**config.mk**
```make
export PLATFORM = sky130hd
export DESIGN_NAME = sram_bus_arbiter
export DESIGN_NICKNAME = d
export VERILOG_FILES = /design/src/rtl/sram_bus_arbiter_pkg.sv /design/src/rtl/sram_bus_arbiter_id_fifo.sv /design/src/rtl/sram_bus_arbiter.sv
export SDC_FILE = /design/constraint.sdc
export NUM_CORES = 1
export LEC_CHECK = 0
export BUFFER_PORTS_ARGS = -buffer_cell sky130_fd_sc_hd__buf_4
export CELL_PAD_IN_SITES_DETAIL_PLACEMENT = 2
export CELL_PAD_IN_SITES_GLOBAL_PLACEMENT = 2
export CORE_UTILIZATION = 10
export CTS_CLUSTER_DIAMETER = 80
export DETAILED_ROUTE_END_ITERATION = 10
export GPL_ROUTABILITY_DRIVEN = 1
export PLACE_DENSITY_LB_ADDON = 0.25
export SYNTH_ARGS = -nofsm -noshare
export SYNTH_HDL_FRONTEND = slang
export SYNTH_SLANG_ARGS = --single-unit
```
**constraint.sdc**
```tcl
create_clock -name clk -period 2.1 [get_ports clk]
set_clock_uncertainty 0.15 [all_clocks]
set_input_delay 0.21 -clock clk [delete_from_list [all_inputs] [get_ports clk]]
set_output_delay 0.21 -clock clk [all_outputs]
set_load 0.03 [all_outputs]
```
**src/rtl/sram_bus_arbiter_pkg.sv**
```systemverilog
// Shared SRAM-like field widths, side IDs and request bundle for the inst/data memory arbiter.
package sram_bus_arbiter_pkg;
  localparam int ADDR_W = 32;
  localparam int DATA_W = 32;
  localparam int STRB_W = 4;
  localparam int SIZE_W = 2;

  localparam logic ARB_ID_INST = 1'b0;
  localparam logic ARB_ID_DATA = 1'b1;

  typedef enum logic [SIZE_W-1:0] {
    SIZE_BYTE = 2'd0,
    SIZE_HALF = 2'd1,
    SIZE_WORD = 2'd2
  } sram_size_t;

  typedef enum logic {
    LK_FREE = 1'b0,
    LK_HELD = 1'b1
  } lock_st_t;

  typedef struct packed {
    logic              wr;
    logic [SIZE_W-1:0] size;
    logic [ADDR_W-1:0] addr;
    logic [STRB_W-1:0] wstrb;
    logic [DATA_W-1:0] wdata;
  } sram_req_t;
endpackage

```
**src/rtl/sram_bus_arbiter_id_fifo.sv**
```systemverilog
// In-order record of which side issued each accepted-but-unanswered transaction.
module arb_id_fifo #(
  parameter int DEPTH = 2,
  parameter int CW    = $clog2(DEPTH + 1)
) (
  input  logic          clk,
  input  logic          resetn,
  input  logic          i_push,
  input  logic          i_id,
  input  logic          i_pop,
  output logic          o_full,
  output logic          o_empty,
  output logic          o_head,
  output logic [CW-1:0] o_count
);
  localparam int PW = (DEPTH > 1) ? $clog2(DEPTH) : 1;

  logic [DEPTH-1:0] r_mem;
  logic [PW-1:0]    r_wr_ptr;
  logic [PW-1:0]    r_rd_ptr;
  logic [CW-1:0]    r_count;
  logic             w_push;
  logic             w_pop;

  function automatic logic [PW-1:0] ptr_inc(input logic [PW-1:0] p);
    return (p == PW'(DEPTH - 1)) ? '0 : p + 1'b1;
  endfunction

  assign o_full  = (r_count == CW'(DEPTH));
  assign o_empty = (r_count == '0);
  assign o_head  = r_mem[r_rd_ptr];
  assign o_count = r_count;
  assign w_push  = i_push & ~o_full;
  assign w_pop   = i_pop & ~o_empty;

  always_ff @(posedge clk) begin
    if (!resetn) begin
      r_mem    <= '0;
      r_wr_ptr <= '0;
      r_rd_ptr <= '0;
      r_count  <= '0;
    end else begin
      if (w_push) begin
        r_mem[r_wr_ptr] <= i_id;
        r_wr_ptr        <= ptr_inc(r_wr_ptr);
      end
      if (w_pop) r_rd_ptr <= ptr_inc(r_rd_ptr);
      case ({w_push, w_pop})
        2'b10:   r_count <= r_count + 1'b1;
        2'b01:   r_count <= r_count - 1'b1;
        default: r_count <= r_count;
      endcase
    end
  end
endmodule

```
**src/rtl/sram_bus_arbiter.sv**
```systemverilog
// Shares one SRAM-like port between inst and data sides; responses return in issue order.
// state   | meaning
// LK_FREE | grant recomputed every cycle from requests and starvation count
// LK_HELD | downstream saw a request without addr_ok; grant pinned to r_lock_id
module sram_bus_arbiter
  import sram_bus_arbiter_pkg::*;
#(
  parameter int MAX_OUTST    = 2,
  parameter int STARVE_LIMIT = 4,
  parameter int CNT_W        = $clog2(MAX_OUTST + 1)
) (
  input  logic              clk,
  input  logic              resetn,
  input  logic              i_req,
  input  logic              i_wr,
  input  logic [SIZE_W-1:0] i_size,
  input  logic [ADDR_W-1:0] i_addr,
  input  logic [DATA_W-1:0] i_wdata,
  input  logic [STRB_W-1:0] i_wstrb,
  output logic              i_addr_ok,
  output logic              i_data_ok,
  output logic [DATA_W-1:0] i_rdata,
  input  logic              d_req,
  input  logic              d_wr,
  input  logic [SIZE_W-1:0] d_size,
  input  logic [ADDR_W-1:0] d_addr,
  input  logic [DATA_W-1:0] d_wdata,
  input  logic [STRB_W-1:0] d_wstrb,
  output logic              d_addr_ok,
  output logic              d_data_ok,
  output logic [DATA_W-1:0] d_rdata,
  output logic              m_req,
  output logic              m_wr,
  output logic [SIZE_W-1:0] m_size,
  output logic [ADDR_W-1:0] m_addr,
  output logic [STRB_W-1:0] m_wstrb,
  output logic [DATA_W-1:0] m_wdata,
  input  logic              m_addr_ok,
  input  logic              m_data_ok,
  input  logic [DATA_W-1:0] m_rdata,
  output logic [CNT_W-1:0]  outst_cnt,
  output logic              proto_err
);
  localparam int SW = $clog2(STARVE_LIMIT + 1);

  lock_st_t  r_lock_st, w_lock_nxt;
  logic      r_lock_id, w_lock_id_nxt;
  logic [SW-1:0] r_starve_cnt;
  logic      r_proto_err;
  logic      w_grant_vld, w_grant_id, w_hs;
  logic      w_full, w_empty, w_head, w_pop;
  sram_req_t w_i_fields, w_d_fields, w_sel;

  assign w_i_fields = '{wr: i_wr, size: i_size, addr: i_addr, wstrb: i_wstrb, wdata: i_wdata};
  assign w_d_fields = '{wr: d_wr, size: d_size, addr: d_addr, wstrb: d_wstrb, wdata: d_wdata};

  always_ff @(posedge clk) begin
    if (!resetn) begin
      r_lock_st <= LK_FREE;
      r_lock_id <= ARB_ID_INST;
    end else begin
      r_lock_st <= w_lock_nxt;
      r_lock_id <= w_lock_id_nxt;
    end
  end

  always_comb begin
    w_lock_nxt    = r_lock_st;
    w_lock_id_nxt = r_lock_id;
    if (m_req && !m_addr_ok) begin
      w_lock_nxt    = LK_HELD;
      w_lock_id_nxt = w_grant_id;
    end else if (m_req && m_addr_ok) begin
      w_lock_nxt = LK_FREE;
    end
  end

  always_comb begin
    w_grant_vld = 1'b0;
    w_grant_id  = ARB_ID_INST;
    if (r_lock_st == LK_HELD) begin
      w_grant_vld = 1'b1;
      w_grant_id  = r_lock_id;
    end else if (d_req && i_req) begin
      w_grant_vld = 1'b1;
      w_grant_id  = (r_starve_cnt == SW'(STARVE_LIMIT)) ? ARB_ID_INST : ARB_ID_DATA;
    end else if (d_req) begin
      w_grant_vld = 1'b1;
      w_grant_id  = ARB_ID_DATA;
    end else if (i_req) begin
      w_grant_vld = 1'b1;
      w_grant_id  = ARB_ID_INST;
    end
    w_sel     = (w_grant_id == ARB_ID_DATA) ? w_d_fields : w_i_fields;
    m_req     = w_grant_vld & ((w_grant_id == ARB_ID_DATA) ? d_req : i_req) & ~w_full;
    m_wr      = w_sel.wr;
    m_size    = w_sel.size;
    m_addr    = w_sel.addr;
    m_wstrb   = w_sel.wstrb;
    m_wdata   = w_sel.wdata;
    w_hs      = m_req & m_addr_ok;
    i_addr_ok = w_hs & (w_grant_id == ARB_ID_INST);
    d_addr_ok = w_hs & (w_grant_id == ARB_ID_DATA);
  end

  // Data may win STARVE_LIMIT handshakes in a row while inst waits, then inst is forced.
  always_ff @(posedge clk) begin
    if (!resetn) begin
      r_starve_cnt <= '0;
    end else if (!i_req || i_addr_ok) begin
      r_starve_cnt <= '0;
    end else if (d_addr_ok && (r_starve_cnt != SW'(STARVE_LIMIT))) begin
      r_starve_cnt <= r_starve_cnt + 1'b1;
    end
  end

  always_ff @(posedge clk) begin
    if (!resetn) r_proto_err <= 1'b0;
    else if (m_data_ok && w_empty) r_proto_err <= 1'b1;
  end

  arb_id_fifo #(.DEPTH(MAX_OUTST), .CW(CNT_W)) u_id_fifo (
    .clk     (clk),
    .resetn  (resetn),
    .i_push  (w_hs),
    .i_id    (w_grant_id),
    .i_pop   (m_data_ok),
    .o_full  (w_full),
    .o_empty (w_empty),
    .o_head  (w_head),
    .o_count (outst_cnt)
  );

  assign w_pop     = m_data_ok & ~w_empty;
  assign i_data_ok = w_pop & (w_head == ARB_ID_INST);
  assign d_data_ok = w_pop & (w_head == ARB_ID_DATA);
  assign i_rdata   = m_rdata;
  assign d_rdata   = m_rdata;
  assign proto_err = r_proto_err;
endmodule
```
==> impl_metrics.env, run 1 <==
export IMPL_cellLeakagePower_nw=2.609
export IMPL_async_reset_ff_frac=0
export IMPL_syn_to_final_growth_pct=138.0
export IMPL_nFillCells=2343
export IMPL_clock_sinks=12
export IMPL_boundaryPins=323
export IMPL_ys_seq_area_frac=0.1152
export IMPL_slew_headroom=0.7864
export IMPL_hp_class="in2reg"
export IMPL_seq_area_sq_um=244.0
export IMPL_dpl_hpwl_microns=8748
export IMPL_yosys_warnings=0
export IMPL_clk_latency_ns=0.25
export IMPL_post_synth_top_area_fraction=0.3977
export IMPL_drc_errors=0
export IMPL_drt_iter0_drc=35
export IMPL_fp_dieW_microns=146.4
export IMPL_dr_pass1_iters=4
export IMPL_netlist_instances=370
export IMPL_antennaDiodeCount=0
export IMPL_tritoncts="done"
export IMPL_viasPerCell=3.674
export IMPL_crit_buf_inv=5
export IMPL_total_power_w=0.003639
export IMPL_start_util=0.1024
export IMPL_worstPathArrival_ns=1.83
export IMPL_rows=52
export IMPL_worstPathRequired_ns=1.74
export IMPL_p_per_area_nw_per_um2=733.2
export IMPL_grt_pass1_vias=3370
export IMPL_routedWlPerCell_microns=14.41
export IMPL_htreeDepth=1
export IMPL_yosysTopAreaCell="nand2_1"
export IMPL_dpl_cell_count=798
export IMPL_cts_buffer_depth=2
export IMPL_gr_total_overflow=0
export IMPL_syn_area_per_cell_sq_um=5.637
export IMPL_max_vdd_ir_drop_v=0.0002212
export IMPL_end_kind="primary output"
export IMPL_synth_edf_count=0
export IMPL_cap_viol_max_count=0
export IMPL_wirelength_microns=11890
export IMPL_tightest_slew_ns=0.3190
export IMPL_antenna_found_initial=0
export IMPL_clkTransAtPathRegs_ns=0.05
export IMPL_multi_input_area_sq_um=1735
export IMPL_grt_pass1_wl_microns=17400
export IMPL_gp_congestion=0.7300
export IMPL_synth_top_cells_by_area="nand2_1, buf_4, dfxtp_1"
export IMPL_cpPeakStageDelay_ns=0.33
export IMPL_drtAntennaViolNets=0
export IMPL_final_nets=739
export IMPL_slew_violations=0
export IMPL_synthMostInstantiatedCell="nand2_1"
export IMPL_portBuffers=226
export IMPL_finalCritPeriodShare=1.043
export IMPL_syn_area_sq_um=2086
export IMPL_ys_seq_elements=12
export IMPL_coreArea_sq_um=20360
export IMPL_fp_dieArea_sq_um=21440
export IMPL_synth_fp_nets=553
export IMPL_crit_fanout=7
export IMPL_stdcell_count=825
export IMPL_start_kind="flop"
export IMPL_finalHoldViolCount=0
export IMPL_setup_viol=73
export IMPL_period_minus_slack_ns=2.191
export IMPL_max_freq_mhz=456.4
export IMPL_drive_gt1_frac=0.7405
export IMPL_cts_made_buffers=3
export IMPL_synth_ff_type="dfxtp_1"
export IMPL_crit_family="buffers and inverters"
export IMPL_outcome="finished, violations left"
export IMPL_finalWorstSetupSlack_ns=-0.09094
export IMPL_worst_path_max_delay_cell="dfxtp_2"
export IMPL_violations="negative setup slack"
export IMPL_rsz0062_at_grt="yes"
export IMPL_dieHeight_microns=146.4
export IMPL_synth_common_cells="nand2_1, buf_4, dfxtp_1"
export IMPL_synthDistinctLibCells=34
export IMPL_cts_root_buf="clkbuf_16"
export IMPL_hold_ws_ns=0.08087
export IMPL_grt_max_degree=26
export IMPL_crit_chain="inv_2 -> ha_4 -> and3_4 -> o21ai_4 -> buf_12 -> buf_12 -> clkbuf_16 -> nand2_2 -> nand2_2 -> buf_6"
export IMPL_num_vias=3031
export IMPL_track_usage=0.1008
export IMPL_critPathKind="reg2out"
## report_power, final
| group | switching (W) | internal, W | leakage, nW |
|---|---|---|---|
| clock network | 0.000112 | 0.000289 | 0.0442 |
| logic | 0.00153 | 0.00138 | 2.47 |
| registers | 0.0000518 | 0.000278 | 0.0997 |
## layout by cell type (no fill, tap or decap), types with 3 or more instances in the layout
cell       Yosys  final
a21oi_1        6      4
buf_12         0     13
buf_4         65    167
buf_6          8     73
clkbuf_16      0      8
dfxtp_1       12      9
dfxtp_2        0      3
inv_1          7      4
inv_2          0      3
nand2_1      221     95
nand2_2        0     91
nand2_4        0     35
nand2b_1       3      3
o21ai_0        4      4
xnor2_1        3      3
## state kept, by name (all words and copies together) (netlist names)
signal	cells
r_starve_cnt	3
u_id_fifo.o_count	2
u_id_fifo.r_mem	2
proto_err	1
r_lock_id	1
r_lock_st	1
u_id_fifo.r_rd_ptr	1
u_id_fifo.r_wr_ptr	1
## worst paths after layout
kind	slack, ns	start	cells past startpoint	endpoint
worst max-delay path	-0.09	r_starve_cnt[0]	10	m_wdata[17]
worst min-delay path	0.08	m_data_ok	3	proto_err
worst max register to register	0	r_starve_cnt[0]	9	u_id_fifo.o_count[1]
worst min register to register	0.32	u_id_fifo.r_mem[0]	2	u_id_fifo.r_mem[0]
## routing by layer
| layer | share of wire | GRT usage | vias to the layer above |
|---|---|---|---|
| met4 | 0.021 | 0.02865 | 0 |
| met5 | 0 | 0 | - |
| met2 | 0.54 | 0.1993 | 146 |
| met1 | 0.35 | 0.09875 | 1406 |
| li1 | - | - | 1450 |
| met3 | 0.093 | 0.03188 | 29 |
## logic make-up (layout without fill, tap and decap cells)
family	Yosys count	after routing	synth area share
DFF	12	12	0.1152
adders and majority gates	3	3	0.01800
and+or+nand+nor	238	238	0.4517
xor gates and xnor gates	3	3	0.01260
muxes	3	3	0.01500
buffers and inverters	88	272	0.3071
AOI/OAI and AO/OA	23	24	0.08039
## tightest hold or removal path, stage by stage
cell     delay, ns
buf_4         0.08
a21oi_1       0.05
nor2b_1       0.09
## timing repair
action | CTS | global route
hold buffers | 0 | 0
cloned | 4 | 6
setup endpoints to repair | 74 | 74
setup buffers | 12 | 4
gates resized for setup | 172 | 89
pin swaps | 66 | 54
endpoints found under the hold margin | 0 | 0
## metrics by stage
step | instance area (sq um) | util | worst slack [ns] | setup TNS, ns
6_report | 4964 | 0.2437 | -0.09094 | -3.873
3_3_place_gp | 3694 | 0.1814 | 0.04506 | 0
4_1_cts | 4586 | 0.2252 | -0.1199 | -5.012
5_1_grt | 4964 | 0.2437 | -0.1775 | -10.23
2_1_floorplan | 2087 | - | 0.06816 | 0
3_5_place_dp | 3694 | 0.1814 | 0.01650 | 0
## area by class of cell
| type | instances | share of cell area |
|---|---|---|
| clock buffer | 4 | 0.01790 |
| inverter | 7 | 0.005294 |
| sequential | 12 | 0.04916 |
| multi-input combinational | 271 | 0.3496 |
| tap | 270 | 0.06806 |
| timing repair buffer | 261 | 0.5100 |
(Power assumes the default switching activity.)
==> run 2, diff against run 1 <==
- RECOVER_POWER: default -> 100
==> run 2 against run 1 <==
Compared with the run above: the flow still finishes with violations (negative setup slack); design area is 0.25% lower; power fell by 0.43%; register-to-register slack hardly changed; sequential power about the same; clock power about the same; via count is essentially flat; non-clock buffer count unchanged.
==> impl_metrics.env, run 2 (synthesis gave the netlist of run 1 again) <==
export IMPL_grt_use_met1=0.09875
export IMPL_start_kind="flop"
export IMPL_start_util=0.1024
export IMPL_gp_congestion=0.7300
export IMPL_grt_use_met2=0.1993
export IMPL_clkTransAtPathRegs_ns=0.05
export IMPL_dieHeight_microns=146.4
export IMPL_largest_reg_flops=3
export IMPL_viasPerCell=3.678
export IMPL_crit_buf_inv=5
export IMPL_dpl_hpwl_microns=8748
export IMPL_portBuffers=226
export IMPL_setup_viol=73
export IMPL_antenna_found_initial=0
export IMPL_cpPeakStageDelay_ns=0.33
export IMPL_outcome="finished, violations left"
export IMPL_slew_violations=0
export IMPL_hp_class="in2reg"
export IMPL_period_minus_slack_ns=2.191
export IMPL_fp_dieArea_sq_um=21440
export IMPL_wirelength_microns=11890
export IMPL_boundaryPins=323
export IMPL_nFillCells=2347
export IMPL_cts_made_buffers=3
export IMPL_p_per_area_nw_per_um2=731.9
export IMPL_clock_sinks=12
export IMPL_end_kind="primary output"
export IMPL_drtAntennaViolNets=0
export IMPL_fin_setup_tns_ns=-3.864
export IMPL_cellLeakagePower_nw=2.597
export IMPL_crit_chain="inv_2 -> ha_4 -> and3_4 -> o21ai_4 -> buf_12 -> buf_12 -> clkbuf_16 -> nand2_2 -> nand2_2 -> buf_6"
export IMPL_top_register="r_starve_cnt"
export IMPL_dr_pass1_iters=2
export IMPL_grt_max_degree=26
export IMPL_crit_family="buffers and inverters"
export IMPL_coreArea_sq_um=20360
export IMPL_grt_pass1_wl_microns=17400
export IMPL_slew_headroom=0.7451
export IMPL_drc_errors=0
export IMPL_worst_path_max_delay_cell="dfxtp_2"
export IMPL_fp_dieW_microns=146.4
export IMPL_crit_fanout=7
export IMPL_clk_latency_ns=0.25
export IMPL_track_usage=0.1008
export IMPL_htreeDepth=1
export IMPL_finalHoldViolCount=0
export IMPL_use_met3=0.03188
export IMPL_finalWorstSetupSlack_ns=-0.09071
export IMPL_violations="negative setup slack"
export IMPL_finalInstanceArea_sq_um=4951
export IMPL_grt_busiest_layer="met2"
export IMPL_place_area_sq_um=3694
export IMPL_tritoncts="done"
export IMPL_routedWlPerCell_microns=14.42
export IMPL_num_vias=3034
export IMPL_drive_gt1_frac=0.7333
export IMPL_max_freq_mhz=456.5
export IMPL_cap_viol_max_count=0
export IMPL_finalCritPeriodShare=1.043
export IMPL_final_cell_mix="buf_4, nand2_1, nand2_2"
export IMPL_final_common_cell="buf_4"
export IMPL_r2r_setup_slack_ns=0
export IMPL_drt_iter0_drc=35
export IMPL_tightest_slew_ns=0.3840
export IMPL_syn_to_final_growth_pct=137.4
export IMPL_cts_root_buf="clkbuf_16"
export IMPL_grt_pass1_vias=3370
export IMPL_antennaDiodeCount=0
export IMPL_max_vdd_ir_drop_v=0.0002215
export IMPL_worstPathArrival_ns=1.83
export IMPL_cts_buffer_depth=2
export IMPL_rsz0062_at_grt="yes"
export IMPL_worstPathRequired_ns=1.74
export IMPL_rows=52
export IMPL_final_nets=739
export IMPL_gr_total_overflow=0
export IMPL_critPathKind="reg2out"
[run 2: per-layer routing]
layer  up-vias  share of wire
met5         -              0
met4         0          0.021
met3        29          0.093
met2       146           0.54
met1      1407           0.35
li1       1452              -
[run 2: worst register-to-register path, stage by stage, from the launching register on]
cell      delay (ns)
dfxtp_2         0.33
inv_2           0.05
ha_4            0.16
and3_4          0.20
o21ai_4         0.16
buf_4           0.14
o21ai_2         0.05
ha_1            0.29
or3_1           0.39
a21boi_2        0.13
[run 2: path summary, 6_finish.rpt]
path	from	end	cells past startpoint
max	r_starve_cnt[0]	m_wdata[17]	10
min	m_data_ok	proto_err	3
min reg2reg	u_id_fifo.r_mem[0]	u_id_fifo.r_mem[0]	2
max reg2reg	r_starve_cnt[0]	u_id_fifo.o_count[1]	9
[run 2: repair_timing]
action	CTS	global route
cloned	4	6
pin swaps	66	54
hold buffers	0	0
buffers inserted	12	4
endpoints found under the setup margin	74	74
resized for setup	172	89
[run 2: where the power goes]
| group | internal, W | switching [W] | total, W |
|---|---|---|---|
| Combinational | 0.00136 | 0.00153 | 0.00290 |
| Sequential | 0.000275 | 0.0000509 | 0.000326 |
| Clock | 0.000289 | 0.000113 | 0.000401 |
[run 2: layout make-up]
| cell class | count | area (sq um) | share of cell area |
|---|---|---|---|
| Sequential cell | 12 | 242.7 | 0.04903 |
| Tap cell | 270 | 337.8 | 0.06823 |
| Multi-Input combinational cell | 271 | 1735 | 0.3505 |
| Timing Repair Buffer | 261 | 2520 | 0.5090 |
| Inverter | 7 | 26.28 | 0.005307 |
| Clock buffer | 4 | 88.84 | 0.01794 |
[run 2: stage by stage]
step / total power, W / setup slack (ns) / cells / util / hold WS (ns)
2_1_floorplan: 0.001770 / 0.06816 / 370 / - / 0.2228
3_3_place_gp: 0.002459 / 0.04506 / 798 / 0.1814 / 0.2703
4_1_cts: 0.003463 / -0.1199 / 817 / 0.2252 / 0.08282
6_report: 0.003624 / -0.09071 / 825 / 0.2431 / 0.07945
5_1_grt: 0.003840 / -0.1775 / 825 / 0.2431 / 0.1032
3_5_place_dp: 0.002496 / 0.01650 / 798 / 0.1814 / 0.2703
==> run 3, diff against run 2 <==
- SKIP_LAST_GASP: default -> 1
- TNS_END_PERCENT: default -> 30
==> run 3 against run 2 <==
Compared with the run above: the flow still finishes with violations (negative setup slack); design area decreased by 6.3%; first-iteration DRC count increased by 14%; sequential share of layout area is 0.33 points higher; critical path type unchanged; critical endpoint is now m_wdata[8]; highest routed layer unchanged.
==> impl_metrics.env, run 3 (synthesis gave the netlist of run 1 again) <==
export IMPL_outcome="finished, violations left"
export IMPL_violations="negative setup slack"
export IMPL_cts_buffer_depth=2
export IMPL_finalInstanceArea_sq_um=4637
export IMPL_clk_latency_ns=0.24
export IMPL_multi_input_area_sq_um=1480
export IMPL_dpl_hpwl_microns=8748
export IMPL_largest_reg_flops=3
export IMPL_stdcell_count=822
export IMPL_drc_errors=0
export IMPL_total_power_w=0.003440
export IMPL_cpPeakStageDelay_ns=0.33
export IMPL_r2r_setup_slack_ns=-0.01
export IMPL_wirelength_microns=11540
export IMPL_cts_root_buf="clkbuf_16"
export IMPL_rows=52
export IMPL_p_per_area_nw_per_um2=741.9
export IMPL_routedWlPerCell_microns=14.04
export IMPL_gp_congestion=0.7300
export IMPL_start_util=0.1024
export IMPL_cellLeakagePower_nw=2.432
export IMPL_antennaDiodeCount=0
export IMPL_clock_sinks=12
export IMPL_dr_pass1_iters=4
export IMPL_top_register="r_starve_cnt"
export IMPL_drive_gt1_frac=0.6467
export IMPL_final_common_cell="buf_4"
export IMPL_crit_start="r_starve_cnt[0]"
export IMPL_hp_class="in2reg"
export IMPL_coreArea_sq_um=20360
export IMPL_seq_area_sq_um=242.7
export IMPL_crit_fanout=7
export IMPL_worstReg2RegStart="r_starve_cnt[0]"
export IMPL_tritoncts="done"
export IMPL_finalCritPeriodShare=1.040
export IMPL_dieHeight_microns=146.4
export IMPL_place_ws_ns=0.01650
export IMPL_period_minus_slack_ns=2.185
export IMPL_cp_depth=10
export IMPL_crit_path_frequent_cell="buf_12"
export IMPL_grt_max_degree=26
export IMPL_fp_dieArea_sq_um=21440
export IMPL_gr_total_overflow=0
export IMPL_start_kind="flop"
export IMPL_max_freq_mhz=457.7
export IMPL_final_nets=736
export IMPL_max_vdd_ir_drop_v=0.0002195
export IMPL_crit_chain="inv_2 -> ha_4 -> and3_4 -> o21ai_4 -> buf_12 -> buf_12 -> clkbuf_16 -> nand2_2 -> nand2_1 -> buf_6"
export IMPL_dpl_cell_count=798
export IMPL_num_vias=3020
export IMPL_r2r_end="u_id_fifo.o_count[1]"
export IMPL_cts_made_buffers=3
export IMPL_slew_headroom=0.7457
export IMPL_fp_dieW_microns=146.4
export IMPL_drtAntennaViolNets=0
export IMPL_slew_violations=0
export IMPL_nFillCells=2385
export IMPL_drt_iter0_drc=40
export IMPL_place_area_sq_um=3694
export IMPL_track_usage=0.09930
export IMPL_worstPathArrival_ns=1.82
export IMPL_cap_viol_max_count=0
export IMPL_worstPathRequired_ns=1.74
export IMPL_crit_buf_inv=5
export IMPL_r2r_cells=9
export IMPL_finalHoldViolCount=0
export IMPL_worst_path_max_delay_cell="dfxtp_2"
export IMPL_endpoint="m_wdata[8]"
export IMPL_portBuffers=226
export IMPL_antenna_found_initial=0
export IMPL_boundaryPins=323
export IMPL_crit_family="buffers and inverters"
export IMPL_grt_pass1_vias=3297
export IMPL_grt_pass1_wl_microns=17190
export IMPL_critPathKind="reg2out"
export IMPL_tightest_slew_ns=0.3831
export IMPL_final_cell_mix="buf_4, nand2_1, nand2_2"
export IMPL_syn_to_final_growth_pct=122.3
export IMPL_viasPerCell=3.674
export IMPL_ctsHoldBuffers=0
export IMPL_finalWorstSetupSlack_ns=-0.08492
export IMPL_setup_viol=67
export IMPL_clkTransAtPathRegs_ns=0.05
export IMPL_htreeDepth=1
export IMPL_rsz0062_at_grt="yes"
export IMPL_end_kind="primary output"
run 3: changes by cell type in the layout (fill, tap and decap cells not counted), sizes merged:
cell,before,now
clkbuf,12,10
o21a,2,1
run 3: per-stage QoR:
step                utilization  TNS [ns]  hold WS, ns
floorplan                     -         0       0.2228
global placement         0.1814         0       0.2703
detailed placement       0.1814         0       0.2703
CTS                      0.2116    -5.635      0.08282
global route             0.2277    -10.85       0.1032
finish                   0.2277    -3.292      0.08284
run 3: worst register-to-register path, delay by kind of cell, from the launching register on:
family | cells | cell delay (ns)
and+or+nand+nor | 2 | 0.57
adders and majority gates | 2 | 0.44
AOI/OAI and AO/OA | 3 | 0.37
DFF | 1 | 0.33
buffers and inverters | 2 | 0.19
run 3: final cells by class:
type,instances,area share
repair buffers,259,0.5308
multi-input cells,270,0.3192
inverters,7,0.005666
flip-flops and latches,12,0.05235
clock buffers,4,0.01916
well taps,270,0.07285
run 3: report_power, final:
group          switching (W)  internal, W  total [W]
logic                0.00144      0.00128    0.00272
clock network       0.000110     0.000288   0.000399
registers          0.0000497     0.000275   0.000325
run 3: repair_timing:
item / CTS / global route
pin swaps: 34 / 39
endpoints found under the setup margin: 74 / 74
cloned: 4 / 3
buffers inserted: 11 / 4
hold endpoints to repair: 0 / 0
resized for setup: 93 / 89
run 3: per-layer routing:
| layer | up-vias | share of wire | global-route usage |
|---|---|---|---|
| met5 | - | 0 | 0 |
| met3 | 29 | 0.094 | 0.03156 |
| met4 | 0 | 0.022 | 0.02865 |
| met2 | 146 | 0.54 | 0.1962 |
| li1 | 1443 | - | - |
| met1 | 1402 | 0.34 | 0.09724 |
run 3: how the worst min path moves through the flow:
stage               start    endpoint  slack, ns  depth (start not counted)
3_3_place_gp   m_rdata[5]  d_rdata[5]       0.27                          0
5_1_grt         m_data_ok   proto_err       0.10                          3
4_1_cts         m_data_ok   proto_err       0.08                          3
3_5_place_dp   m_rdata[5]  d_rdata[5]       0.27                          0
2_1_floorplan   m_addr_ok   r_lock_id       0.22                          2
6_report        m_data_ok   proto_err       0.08                          3
